`src/rtl/mips_divider.sv`:
```
// Iterative restoring divider for MIPS32 DIV/DIVU; one quotient bit per cycle with signed pre/post correction.
// Latency: 33 cycles from the start edge to done (32 RUN steps plus one FIX step).
// Backpressure: none; busy stalls the pipeline, a new start aborts and restarts any operation in flight.
module mips_divider (
    input  logic        clock,
    input  logic        reset,
    input  logic        op_div,
    input  logic        op_divu,
    input  logic [31:0] dividend,
    input  logic [31:0] divisor,
    output logic [31:0] quotient,
    output logic [31:0] remainder,
    output logic        busy,
    output logic        done
);

    typedef enum logic [1:0] {
        IDLE = 2'd0,
        RUN  = 2'd1,
        FIX  = 2'd2
    } state_t;

    state_t      state;
    state_t      state_n;

    // Iteration counter: counts RUN steps 0..31.
    logic [4:0]  count;
    logic [4:0]  count_n;

    // Working registers. quo_shift starts as the dividend magnitude and is
    // shifted out at the top while quotient bits are shifted in at the bottom,
    // so after 32 steps it holds the quotient magnitude.
    logic [31:0] part_rem;
    logic [31:0] part_rem_n;
    logic [31:0] quo_shift;
    logic [31:0] quo_shift_n;
    logic [31:0] div_mag;
    logic [31:0] div_mag_n;
    logic        neg_q;
    logic        neg_q_n;
    logic        neg_r;
    logic        neg_r_n;

    logic [31:0] quotient_n;
    logic [31:0] remainder_n;
    logic        busy_n;
    logic        done_n;

    // Start decode and operand magnitudes; op_div takes priority over op_divu.
    logic        start;
    logic        signed_op;
    logic [31:0] dvd_mag;
    logic [31:0] dvs_mag;

    assign start     = op_div | op_divu;
    assign signed_op = op_div;
    assign dvd_mag   = (signed_op && dividend[31]) ? (32'd0 - dividend) : dividend;
    assign dvs_mag   = (signed_op && divisor[31])  ? (32'd0 - divisor)  : divisor;

    // One restoring step. The shifted partial remainder is 33 bits wide; when
    // its top bit (part_rem[31]) is set it exceeds any 32-bit divisor, so the
    // subtraction always succeeds and the low 32 bits of the difference are exact.
    logic [31:0] shifted;
    logic [31:0] trial;
    logic        take;

    assign shifted = {part_rem[30:0], quo_shift[31]};
    assign trial   = shifted - div_mag;
    assign take    = part_rem[31] | (shifted >= div_mag);

    // Next-state and datapath update: start overrides everything, else advance the FSM.
    always_comb begin
        state_n     = state;
        count_n     = count;
        part_rem_n  = part_rem;
        quo_shift_n = quo_shift;
        div_mag_n   = div_mag;
        neg_q_n     = neg_q;
        neg_r_n     = neg_r;
        quotient_n  = quotient;
        remainder_n = remainder;
        done_n      = 1'b0;

        if (start) begin
            // A start in RUN or FIX abandons the old operation silently;
            // results keep their previous values and no done is raised.
            state_n     = RUN;
            count_n     = 5'd0;
            part_rem_n  = 32'd0;
            quo_shift_n = dvd_mag;
            div_mag_n   = dvs_mag;
            neg_q_n     = signed_op & (dividend[31] ^ divisor[31]);
            neg_r_n     = signed_op & dividend[31];
        end else begin
            case (state)
                RUN: begin
                    if (take) begin
                        part_rem_n  = trial;
                        quo_shift_n = {quo_shift[30:0], 1'b1};
                    end else begin
                        part_rem_n  = shifted;
                        quo_shift_n = {quo_shift[30:0], 1'b0};
                    end
                    count_n = count + 5'd1;
                    if (count == 5'd31) begin
                        state_n = FIX;
                    end
                end
                FIX: begin
                    // Sign correction; a 0x80000000 magnitude negates to itself,
                    // which gives the architected overflow result.
                    quotient_n  = neg_q ? (32'd0 - quo_shift) : quo_shift;
                    remainder_n = neg_r ? (32'd0 - part_rem)  : part_rem;
                    done_n      = 1'b1;
                    state_n     = IDLE;
                end
                default: begin
                    state_n = IDLE;
                end
            endcase
        end

        // busy is registered from the next state, so it has no combinational
        // path from the start pulses and is already high the cycle after E0.
        busy_n = (state_n != IDLE);
    end

    // State and datapath registers; reset clears everything immediately.
    always_ff @(posedge clock or posedge reset) begin
        if (reset) begin
            state     <= IDLE;
            count     <= 5'd0;
            part_rem  <= 32'd0;
            quo_shift <= 32'd0;
            div_mag   <= 32'd0;
            neg_q     <= 1'b0;
            neg_r     <= 1'b0;
            quotient  <= 32'd0;
            remainder <= 32'd0;
            busy      <= 1'b0;
            done      <= 1'b0;
        end else begin
            state     <= state_n;
            count     <= count_n;
            part_rem  <= part_rem_n;
            quo_shift <= quo_shift_n;
            div_mag   <= div_mag_n;
            neg_q     <= neg_q_n;
            neg_r     <= neg_r_n;
            quotient  <= quotient_n;
            remainder <= remainder_n;
            busy      <= busy_n;
            done      <= done_n;
        end
    end

endmodule

```
`config.mk`:
```
export PLATFORM = sky130hd
export DESIGN_NAME = mips_divider
export DESIGN_NICKNAME = d
export VERILOG_FILES = /design/src/rtl/mips_divider.sv
export SDC_FILE = /design/constraint.sdc
export NUM_CORES = 1
export LEC_CHECK = 0
export BUFFER_PORTS_ARGS = -buffer_cell sky130_fd_sc_hd__buf_2
export CORE_MARGIN = 2
export CORE_UTILIZATION = 45
export CTS_CLUSTER_DIAMETER = 120
export DETAILED_ROUTE_END_ITERATION = 12
export HOLD_SLACK_MARGIN = 0.08
export PLACE_DENSITY = 0.61
export SLEW_MARGIN = 25
export SYNTH_ARGS = -nofsm -noshare
export SYNTH_HDL_FRONTEND = slang
export SYNTH_SLANG_ARGS = --single-unit
```
`constraint.sdc`:
```
create_clock -name clock -period 7 [get_ports clock]
set_clock_uncertainty 0.15 [all_clocks]
set_input_delay 0.35 -clock clock [delete_from_list [all_inputs] [get_ports clock]]
set_output_delay 0.35 -clock clock [all_outputs]
set_load 0.01 [all_outputs]
```
==> results of run 1 <==
-- what timing repair did --
action,in CTS,in global routing
resized for setup,0,0
setup buffers,0,0
hold buffers,13,0
setup endpoints to repair,0,0
endpoints found under the hold margin,111,0
-- registers in the layout (all words and copies together), names as in the netlist --
name	cells
busy	1
count	5
div_mag	32
done	1
neg_q	1
neg_r	1
part_rem	32
quo_shift	32
quotient	32
remainder	32
state	2
-- worst max-delay path by stage --
stage / cells past startpoint / slack, ns / from / to
finish: 11 / 3.42 / part_rem[16] / part_rem[31]
global route: 12 / 3.15 / quo_shift[31] / part_rem[30]
CTS: 12 / 3.42 / quo_shift[31] / part_rem[28]
detailed placement: 12 / 3.45 / quo_shift[31] / part_rem[28]
global placement: 12 / 3.49 / quo_shift[31] / part_rem[25]
floorplan: 1 / 1.87 / reset / busy
-- power breakdown --
group / internal [mW] / switching, mW / total, mW
clock: 0.476 / 0.457 / 0.934
combinational: 0.148 / 0.217 / 0.365
sequential: 1.03 / 0.0564 / 1.09
-- layer usage --
| layer | vias to the layer above | share of wire, % | global-route usage, % | wire [um] |
|---|---|---|---|---|
| li1 | 4907 | - | - | - |
| met4 | 0 | 0.85 | 4.221 | 231 |
| met1 | 4473 | 50 | 30.99 | 13650 |
| met3 | 16 | 3.7 | 3.073 | 1012 |
| met2 | 195 | 45 | 34.41 | 12380 |
| met5 | - | 0 | 0 | 0 |
-- final cells by class --
class	instances	area [um^2]	area share, %
Clock inverter	15	146.4	1.153
Tap cell	324	405.4	3.192
Clock buffer	17	425.4	3.350
Multi-Input combinational cell	1053	6347	49.99
Timing Repair Buffer	154	879.6	6.927
Inverter	55	214.0	1.685
Sequential cell	171	4280	33.71
-- placed cells by master (no fill, tap or decap), types with 21 or more instances in the layout --
cell,synthesis,routed
sky130_fd_sc_hd__a21oi_1,80,80
sky130_fd_sc_hd__a31oi_1,37,37
sky130_fd_sc_hd__buf_2,2,133
sky130_fd_sc_hd__dfrtp_1,171,170
sky130_fd_sc_hd__ha_1,38,38
sky130_fd_sc_hd__inv_1,55,54
sky130_fd_sc_hd__nand2_1,241,241
sky130_fd_sc_hd__nor2_1,100,99
sky130_fd_sc_hd__nor3_1,21,21
sky130_fd_sc_hd__o21ai_0,152,152
sky130_fd_sc_hd__o31ai_1,22,22
sky130_fd_sc_hd__xnor2_1,62,62
sky130_fd_sc_hd__xor2_1,87,87
-- worst max-delay path, delay by kind of cell, from the launching register on --
| kind | cells | cell delay (ns) |
|---|---|---|
| and+or+nand+nor | 1 | 0.34 |
| AOI/OAI and AO/OA | 8 | 1.73 |
| buffers and inverters | 1 | 0.33 |
| adders and majority gates | 1 | 0.44 |
| DFF | 1 | 0.45 |
-- logic make-up (layout without fill, tap and decap cells) --
family	Yosys count	after routing	share of synthesized area [%]
simple gates	469	469	18.97
compound gates	379	379	20.29
flops	171	171	38.62
xor+xnor	149	149	11.78
buf+inv	127	241	4.325
fa+ha+maj	39	39	4.472
mux	17	17	1.536
==> out/qor.tcl, run 1 <==
set qor(outcome) {complete, no violations}
set qor(final_hold_slack_ns) 0.09167
set qor(worstHoldPathCells) 3
set qor(io_pins) 134
set qor(detail_route.wirelength_um) 27280
set qor(grt_pass1_wl_um) 45380
set qor(cts_root_buf) {sky130_fd_sc_hd__clkbuf_16}
set qor(yosysUniqueCellTypes) 59
set qor(synth_seq_area_share_pct) 38.62
set qor(synth_area_leader_cell) {sky130_fd_sc_hd__dfrtp_1}
set qor(syn-mean-instance-area_um2) 8.201
set qor(fill_cells) 2336
set qor(worstHoldPathType) {in -> reg}
set qor(synth_area_um2) 11080
set qor(finalPower_mw) 2.388
set qor(core.rowCount) 57
set qor(die_width_um) 160.9
set qor(first_global_vias) 8980
set qor(timing.rr.end) {part_rem[31]}
set qor(ys_ff_latch) 171
set qor(route.vias.total) 9591
set qor(design_area_um2) 12700
set qor(floorplan.initialDensity_pct) 45.69
set qor(synthesis.instances) 1351
set qor(post_synth_main_area_contributors) {sky130_fd_sc_hd__dfrtp_1 39%, sky130_fd_sc_hd__nand2_1 8.2%, sky130_fd_sc_hd__xor2_1 6.9%}
set qor(via_per_inst) 5.361
set qor(dpl.cell_count) 1744
set qor(required_ns) 7.17
set qor(layout.nets) 1559
set qor(flow.area_growth_from_synthesis_pct) 14.61
set qor(groute.usage.overall_pct) 21.42
set qor(postRouteAntennaNets) 0
set qor(place.port_buffers) 133
set qor(number_of_enable_flip_flop_cells_after_synthesis) 0
set qor(power.density_nw_per_um2) 188.1
set qor(arrival_ns) 3.74
set qor(grt_antenna_before_repair) 0
set qor(worst_r2r_startpoint) {part_rem[16]}
set qor(timing_hold_violations_final) 0
set qor(timing.fmax_ghz) 0.2797
set qor(rsz0062_at_grt) {no}
set qor(number_of_max_slew_violations_in_the_final_report) 0
set qor(crit_path_max_fanout) 45
set qor(worst_setup_hold_path_clk_slew_ns) 0.07
set qor(critPathMostFrequentCell) {sky130_fd_sc_hd__a21oi_1}
set qor(max-clock-path-buffers) 2
set qor(post_synth_arst_share_pct) 100.0
set qor(die_height_um) 160.9
set qor(layout_worst_path_cycle_share_pct) 51.08
set qor(worst_slack_ns) 3.424
set qor(drv.max_cap_violation_count) 0
set qor(synthFlopType) {sky130_fd_sc_hd__dfrtp_1}
set qor(ir_drop_uv) 111.9
set qor(cts.sinks) 171
set qor(hold_path.startpoint) {divisor[24]}
set qor(cts_tree) {done}
set qor(final_core_util_pct) 52.37
set qor(power_leakage_nw) 5.924
set qor(iteration_count_of_the_initial_detailed_routing_pass) 5
set qor(timing.final.crit_period_ns) 3.576
set qor(yosys.cell_count.top_type) {sky130_fd_sc_hd__nand2_1}
set qor(detail_route.wl_per_cell_um) 15.25
set qor(worst_r2r_path_depth) 11
set qor(clock_latency_ns) 0.44
set qor(critPathSlowestCell) {sky130_fd_sc_hd__a2111oi_0}
set qor(dr.first_iter.drc_count) 608
set qor(gp_routability_congestion) 0.8814
set qor(r2r_setup_slack_ns) 3.42
set qor(synth-warning-count) 0
set qor(timing.final.setup_violations) 0
set qor(final-instance-count-excl-fill) 1789
set qor(drive_above_1_share_pct) 12.97
set qor(post_dp_cell_area_um2) 11990
set qor(dieArea_um2) 25890
set qor(timing.max_slew.rel_slack_pct) 35.19
set qor(worstSetupPathType) {reg -> reg}
set qor(num_antenna_cells) 0
set qor(detailedPlace.worstSlack_ns) 3.452
set qor(whs_endpoint) {div_mag[24]}
set qor(core_region_area_um2) 24250
set qor(synthesis.nets) 1458
set qor(crit_path_end_kind) {flip-flop}
set qor(drc) 0
set qor(crit_chain) {ha_1 -> a21oi_1 -> o221ai_1 -> a21oi_1 -> o21ai_0 -> a2111oi_0 -> o21ai_4 -> buf_4 -> or2_2 -> a21oi_1 -> a31oi_1}
set qor(cts-htree-levels) 4
set qor(cp_slowest_stage_delay_ns) 0.72
set qor(largest_net_degree_at_the_start_of_global_routing) 101
set qor(setup_total_negative_slack_ns) 0
set qor(setup.worst_path.start_class) {flip-flop}
set qor(clock_buffer_count_from_cts) 17
set qor(yosys-top-cells-count) {241 x sky130_fd_sc_hd__nand2_1, 171 x sky130_fd_sc_hd__dfrtp_1, 152 x sky130_fd_sc_hd__o21ai_0}
set qor(synth_top_area_share_pct) 38.62
set qor(place.detailed.hpwl_um) 19730
set qor(global_route.overflow_total) 0
set qor(tightestPinTransition_ns) 0.9722
(Power assumes the default switching activity.)
==> run 2: changes to the inputs <==
--- a/config.mk
+++ b/config.mk
@@ -5,6 +5,7 @@
 export SDC_FILE = /design/constraint.sdc
 export NUM_CORES = 1
 export LEC_CHECK = 0
+export ABC_AREA = 1
 export BUFFER_PORTS_ARGS = -buffer_cell sky130_fd_sc_hd__buf_2
 export CORE_MARGIN = 2
 export CORE_UTILIZATION = 45
==> constraint.sdc (replaced) <==
create_clock -name clock -period 3.3 [get_ports clock]
set_clock_uncertainty 0.15 [all_clocks]
set_input_delay 0.165 -clock clock [delete_from_list [all_inputs] [get_ports clock]]
set_output_delay 0.165 -clock clock [all_outputs]
set_load 0.01 [all_outputs]
==> run 2 against run 1 <==
Compared with the run above:
- sequential power up 110%
- sequential share of layout area down 6.3 points
- via count rose by 46%
- total power increased by 130%
- first-iteration DRC count is 130% higher
- final cell count increased by 47%
- wire length is 60% higher
- count of clock-buffer cells in the layout stayed put
- worst setup slack got worse by 3.2 ns
- largest cell class unchanged
==> out/qor.tcl, run 2 <==
set qor(timing.final.crit_period_ns) 3.067
set qor(worst_r2r_path_depth) 7 ;# -4
set qor(most-common-layout-cells) {666 x sky130_fd_sc_hd__nand2_1, 284 x sky130_fd_sc_hd__inv_1, 241 x sky130_fd_sc_hd__nand3_1}
set qor(synth-adder-area-share_pct) 3.780 ;# -0.69 points
set qor(detail_route.wirelength_um) 43560 ;# +60%
set qor(clock_latency_ns) 0.46 ;# +0.02 ns
set qor(post_synth_arst_share_pct) 100.0 ;# unchanged
set qor(timing.fmax_ghz) 0.3260
set qor(synth_compound_gate_area_share_pct) 9.507 ;# -11 points
set qor(iteration_count_of_the_initial_detailed_routing_pass) 5 ;# unchanged
set qor(synthesis.nets) 2152 ;# +48%
set qor(io_pins) 134 ;# unchanged
set qor(layout.cells.most_common) {sky130_fd_sc_hd__nand2_1}
set qor(route.vias.total) 13969 ;# +46%
set qor(critPathSlowestCell) {sky130_fd_sc_hd__dlygate4sd3_1}
set qor(power.density_nw_per_um2) 357.0 ;# +90%
set qor(worst_setup_hold_path_clk_slew_ns) 0.08 ;# about the same
set qor(crit_path_end_kind) {flip-flop}
set qor(crit_chain) {dlygate4sd3_1 -> buf_2 -> inv_1 -> nand3_1 -> inv_1 -> nand2_1 -> nor3_2 -> nand4_1 -> nand3_1 -> dlygate4sd3_1 -> nand3_1 -> dlygate4sd3_1 -> nand2_1}
set qor(via_per_inst) 5.295 ;# -1.2%
set qor(critPathTopFamily) {buffers and inverters}
set qor(dr.first_iter.drc_count) 1398 ;# +130%
set qor(drv.max_cap_violation_count) 0 ;# unchanged
set qor(cts_setup_buffers) 0 ;# unchanged
set qor(place.port_buffers) 133 ;# unchanged
set qor(cts_tree) {done}
set qor(rsz0062_at_grt) {no}
set qor(synth_top_area_share_pct) 32.65 ;# -6.0 points
set qor(die_height_um) 174.7 ;# +8.6%
set qor(synth_area_um2) 13110 ;# +18%
set qor(synth_seq_area_share_pct) 32.65 ;# -6.0 points
set qor(synthFlopType) {sky130_fd_sc_hd__dfrtp_1}
set qor(die_width_um) 174.7 ;# +8.6%
set qor(critical_path_buf_inv_count) 6 ;# +5
set qor(worstHoldPathType) {in -> reg}
set qor(worstHoldPathCells) 4 ;# +1
set qor(postRouteAntennaNets) 0 ;# unchanged
set qor(layout_worst_path_cycle_share_pct) 92.95
set qor(first_global_vias) 12657 ;# +41%
set qor(num_antenna_cells) 0 ;# unchanged
set qor(synthesis.instances) 2045 ;# +51%
set qor(synth_area_leader_cell) {sky130_fd_sc_hd__dfrtp_1}
set qor(crit_path_max_fanout) 7 ;# -84%
set qor(place.detailed.hpwl_um) 33870 ;# +72%
set qor(synth-xor-area-share_pct) 4.343 ;# -7.4 points
set qor(outcome) {complete, no violations}
set qor(grt_pass1_wl_um) 68700 ;# +51%
set qor(timing_hold_violations_final) 0 ;# unchanged
set qor(setup_total_negative_slack_ns) 0 ;# unchanged
set qor(required_ns) 3.54 ;# -3.63 ns
set qor(detail_route.wl_per_cell_um) 16.51 ;# +8.3%
set qor(core_region_area_um2) 28700 ;# +18%
set qor(ys_ff_latch) 171 ;# unchanged
set qor(power_leakage_nw) 8.489 ;# +43%
set qor(cp_slowest_stage_delay_ns) 0.60 ;# -0.12 ns
set qor(floorplan.initialDensity_pct) 45.67 ;# about the same
set qor(cts.sinks) 171 ;# unchanged
set qor(yosys.cell_count.top_type) {sky130_fd_sc_hd__nand2_1}
set qor(cts_root_buf) {sky130_fd_sc_hd__clkbuf_16}
set qor(yosys-top-cells-count) {666 x sky130_fd_sc_hd__nand2_1, 285 x sky130_fd_sc_hd__inv_1, 241 x sky130_fd_sc_hd__nand3_1}
set qor(grt_antenna_before_repair) 0 ;# unchanged
set qor(fill_cells) 2934 ;# +26%
set qor(core.rowCount) 62 ;# +8.8%
set qor(max-clock-path-buffers) 2 ;# unchanged
set qor(groute.usage.overall_pct) 28.62 ;# +7.2 points
set qor(yosysUniqueCellTypes) 46 ;# -22%
set qor(synth-warning-count) 0 ;# unchanged
set qor(synth_top_family_by_area) {simple AND/OR/NAND/NOR gates}
set qor(crit_cells) 13 ;# +2
set qor(muxShareOfSynthArea_pct) 0 ;# -1.5 points
set qor(ir_drop_uv) 366.6 ;# +230%
set qor(largest_net_degree_at_the_start_of_global_routing) 84 ;# -17%
set qor(syn-mean-instance-area_um2) 6.410 ;# -22%
set qor(post_synth_main_area_contributors) {sky130_fd_sc_hd__dfrtp_1 33%, sky130_fd_sc_hd__nand2_1 19%, sky130_fd_sc_hd__nand3_1 9.2%}
set qor(number_of_enable_flip_flop_cells_after_synthesis) 0 ;# unchanged
set qor(global_route.overflow_total) 0 ;# unchanged
set qor(tightestPinTransition_ns) 0.8198 ;# -0.1524 ns
set qor(setup.worst_path.start_class) {primary input}
set qor(timing.final.setup_violations) 0 ;# unchanged
set qor(flow.area_growth_from_synthesis_pct) 19.13
set qor(detailedPlace.worstSlack_ns) 0.5981 ;# -2.854 ns
set qor(dieArea_um2) 30510 ;# +18%
set qor(worstSetupPathType) {in -> reg}
set qor(drive_above_1_share_pct) 10.29 ;# -2.7 points
set qor(clock_buffer_count_from_cts) 17 ;# unchanged
set qor(layout.nets) 2348 ;# +51%
set qor(drc) 0 ;# unchanged
set qor(arrival_ns) 3.31 ;# -0.43 ns
set qor(timing.max_slew.rel_slack_pct) 44.88 ;# +9.7 points
set qor(finalPower_mw) 5.574 ;# +130%
set qor(gp_routability_congestion) 0.9823 ;# +11%
set qor(cts-htree-levels) 4 ;# unchanged
set qor(final_core_util_pct) 54.40 ;# +2.0 points
set qor(number_of_max_slew_violations_in_the_final_report) 0 ;# unchanged
set qor(synth_simple_gate_area_share_pct) 39.11 ;# +20 points
set qor(worst_slack_ns) 0.2327 ;# -3.192 ns
run 2: cell count changes in the layout (fill, tap and decap cells not counted), moves of 27 or more:
cell	change
sky130_fd_sc_hd__nand2_1	+425
sky130_fd_sc_hd__inv_1	+230
sky130_fd_sc_hd__nand3_1	+229
sky130_fd_sc_hd__nor2_1	+78
sky130_fd_sc_hd__dlygate4sd3_1	+71
sky130_fd_sc_hd__o21ai_0	-50
sky130_fd_sc_hd__xnor2_1	-47
sky130_fd_sc_hd__a21oi_1	-37
sky130_fd_sc_hd__xor2_1	-37
sky130_fd_sc_hd__a31oi_1	-27
run 2: power by group:
| group | leakage [nW] | internal [mW] | total [mW] | switching (mW) |
|---|---|---|---|---|
| clock | 0.302 | 1.10 | 2.13 | 1.03 |
| combinational | 5.99 | 0.398 | 1.14 | 0.741 |
| sequential | 2.19 | 2.21 | 2.31 | 0.0992 |
run 2: per-layer routing:
metal  part of all wire, %  up-vias  track usage, %
li1                      -     6924               -
met1                    49     6438           44.08
met2                    42      555           41.88
met3                   7.0       52           3.655
met4                   2.0        0           7.882
met5                     0        -               0
run 2: cell families after synthesis:
logic type,count (synthesis)
XOR/XNOR,65
AND/OR/NAND/NOR,1193
buffers and inverters,358
adder cells (fa/ha/maj),39
flip-flops,171
AO/OA/AOI/OAI,219
run 2: layout make-up:
cell class	instances	area [um^2]	area share, %
tap	384	480.5	3.077
clock buffer	17	425.4	2.724
inverter	297	1121	7.180
multi-input combinational	1516	7442	47.66
timing repair buffer	238	1677	10.74
clock inverter	15	190.2	1.218
sequential	171	4279	27.40
run 2: stage by stage:
stage,cells,hold slack [ns],instance area (um^2)
final,2638,0.1730,15620
after global routing,2638,0.1438,15620
after CTS,2638,0.1017,15610
after detailed placement,2522,-0.008447,14160
after global placement,2522,-0.008551,14160
after floorplan,2045,0.1579,13110
run 2: worst paths after layout:
check / end / startpoint / slack, ns
max: div_mag[23] / divisor[0] / 0.23
min: quo_shift[18] / dividend[18] / 0.17
max reg2reg: quo_shift[29] / state[1] / 0.56
min reg2reg: count[3] / count[3] / 0.33
max in group asynchronous: div_mag[14] / reset / 1.43
min in group asynchronous: quotient[11] / reset / 0.66
run 2: worst reg2reg max path, cell delays in order, from the launching register on:
cell,delay (ns)
sky130_fd_sc_hd__dfrtp_1,0.36
sky130_fd_sc_hd__inv_1,0.23
sky130_fd_sc_hd__nand2_1,0.36
sky130_fd_sc_hd__nand2_1,0.21
sky130_fd_sc_hd__buf_4,0.38
sky130_fd_sc_hd__o22ai_1,0.20
sky130_fd_sc_hd__o21bai_1,0.19
sky130_fd_sc_hd__dlygate4sd3_1,0.55
run 2: timing repair:
item | in CTS | in global routing
hold buffers | 84 | 0
setup endpoints to repair | 0 | 3
gates resized for setup | 0 | 2
hold endpoints to repair | 236 | 0
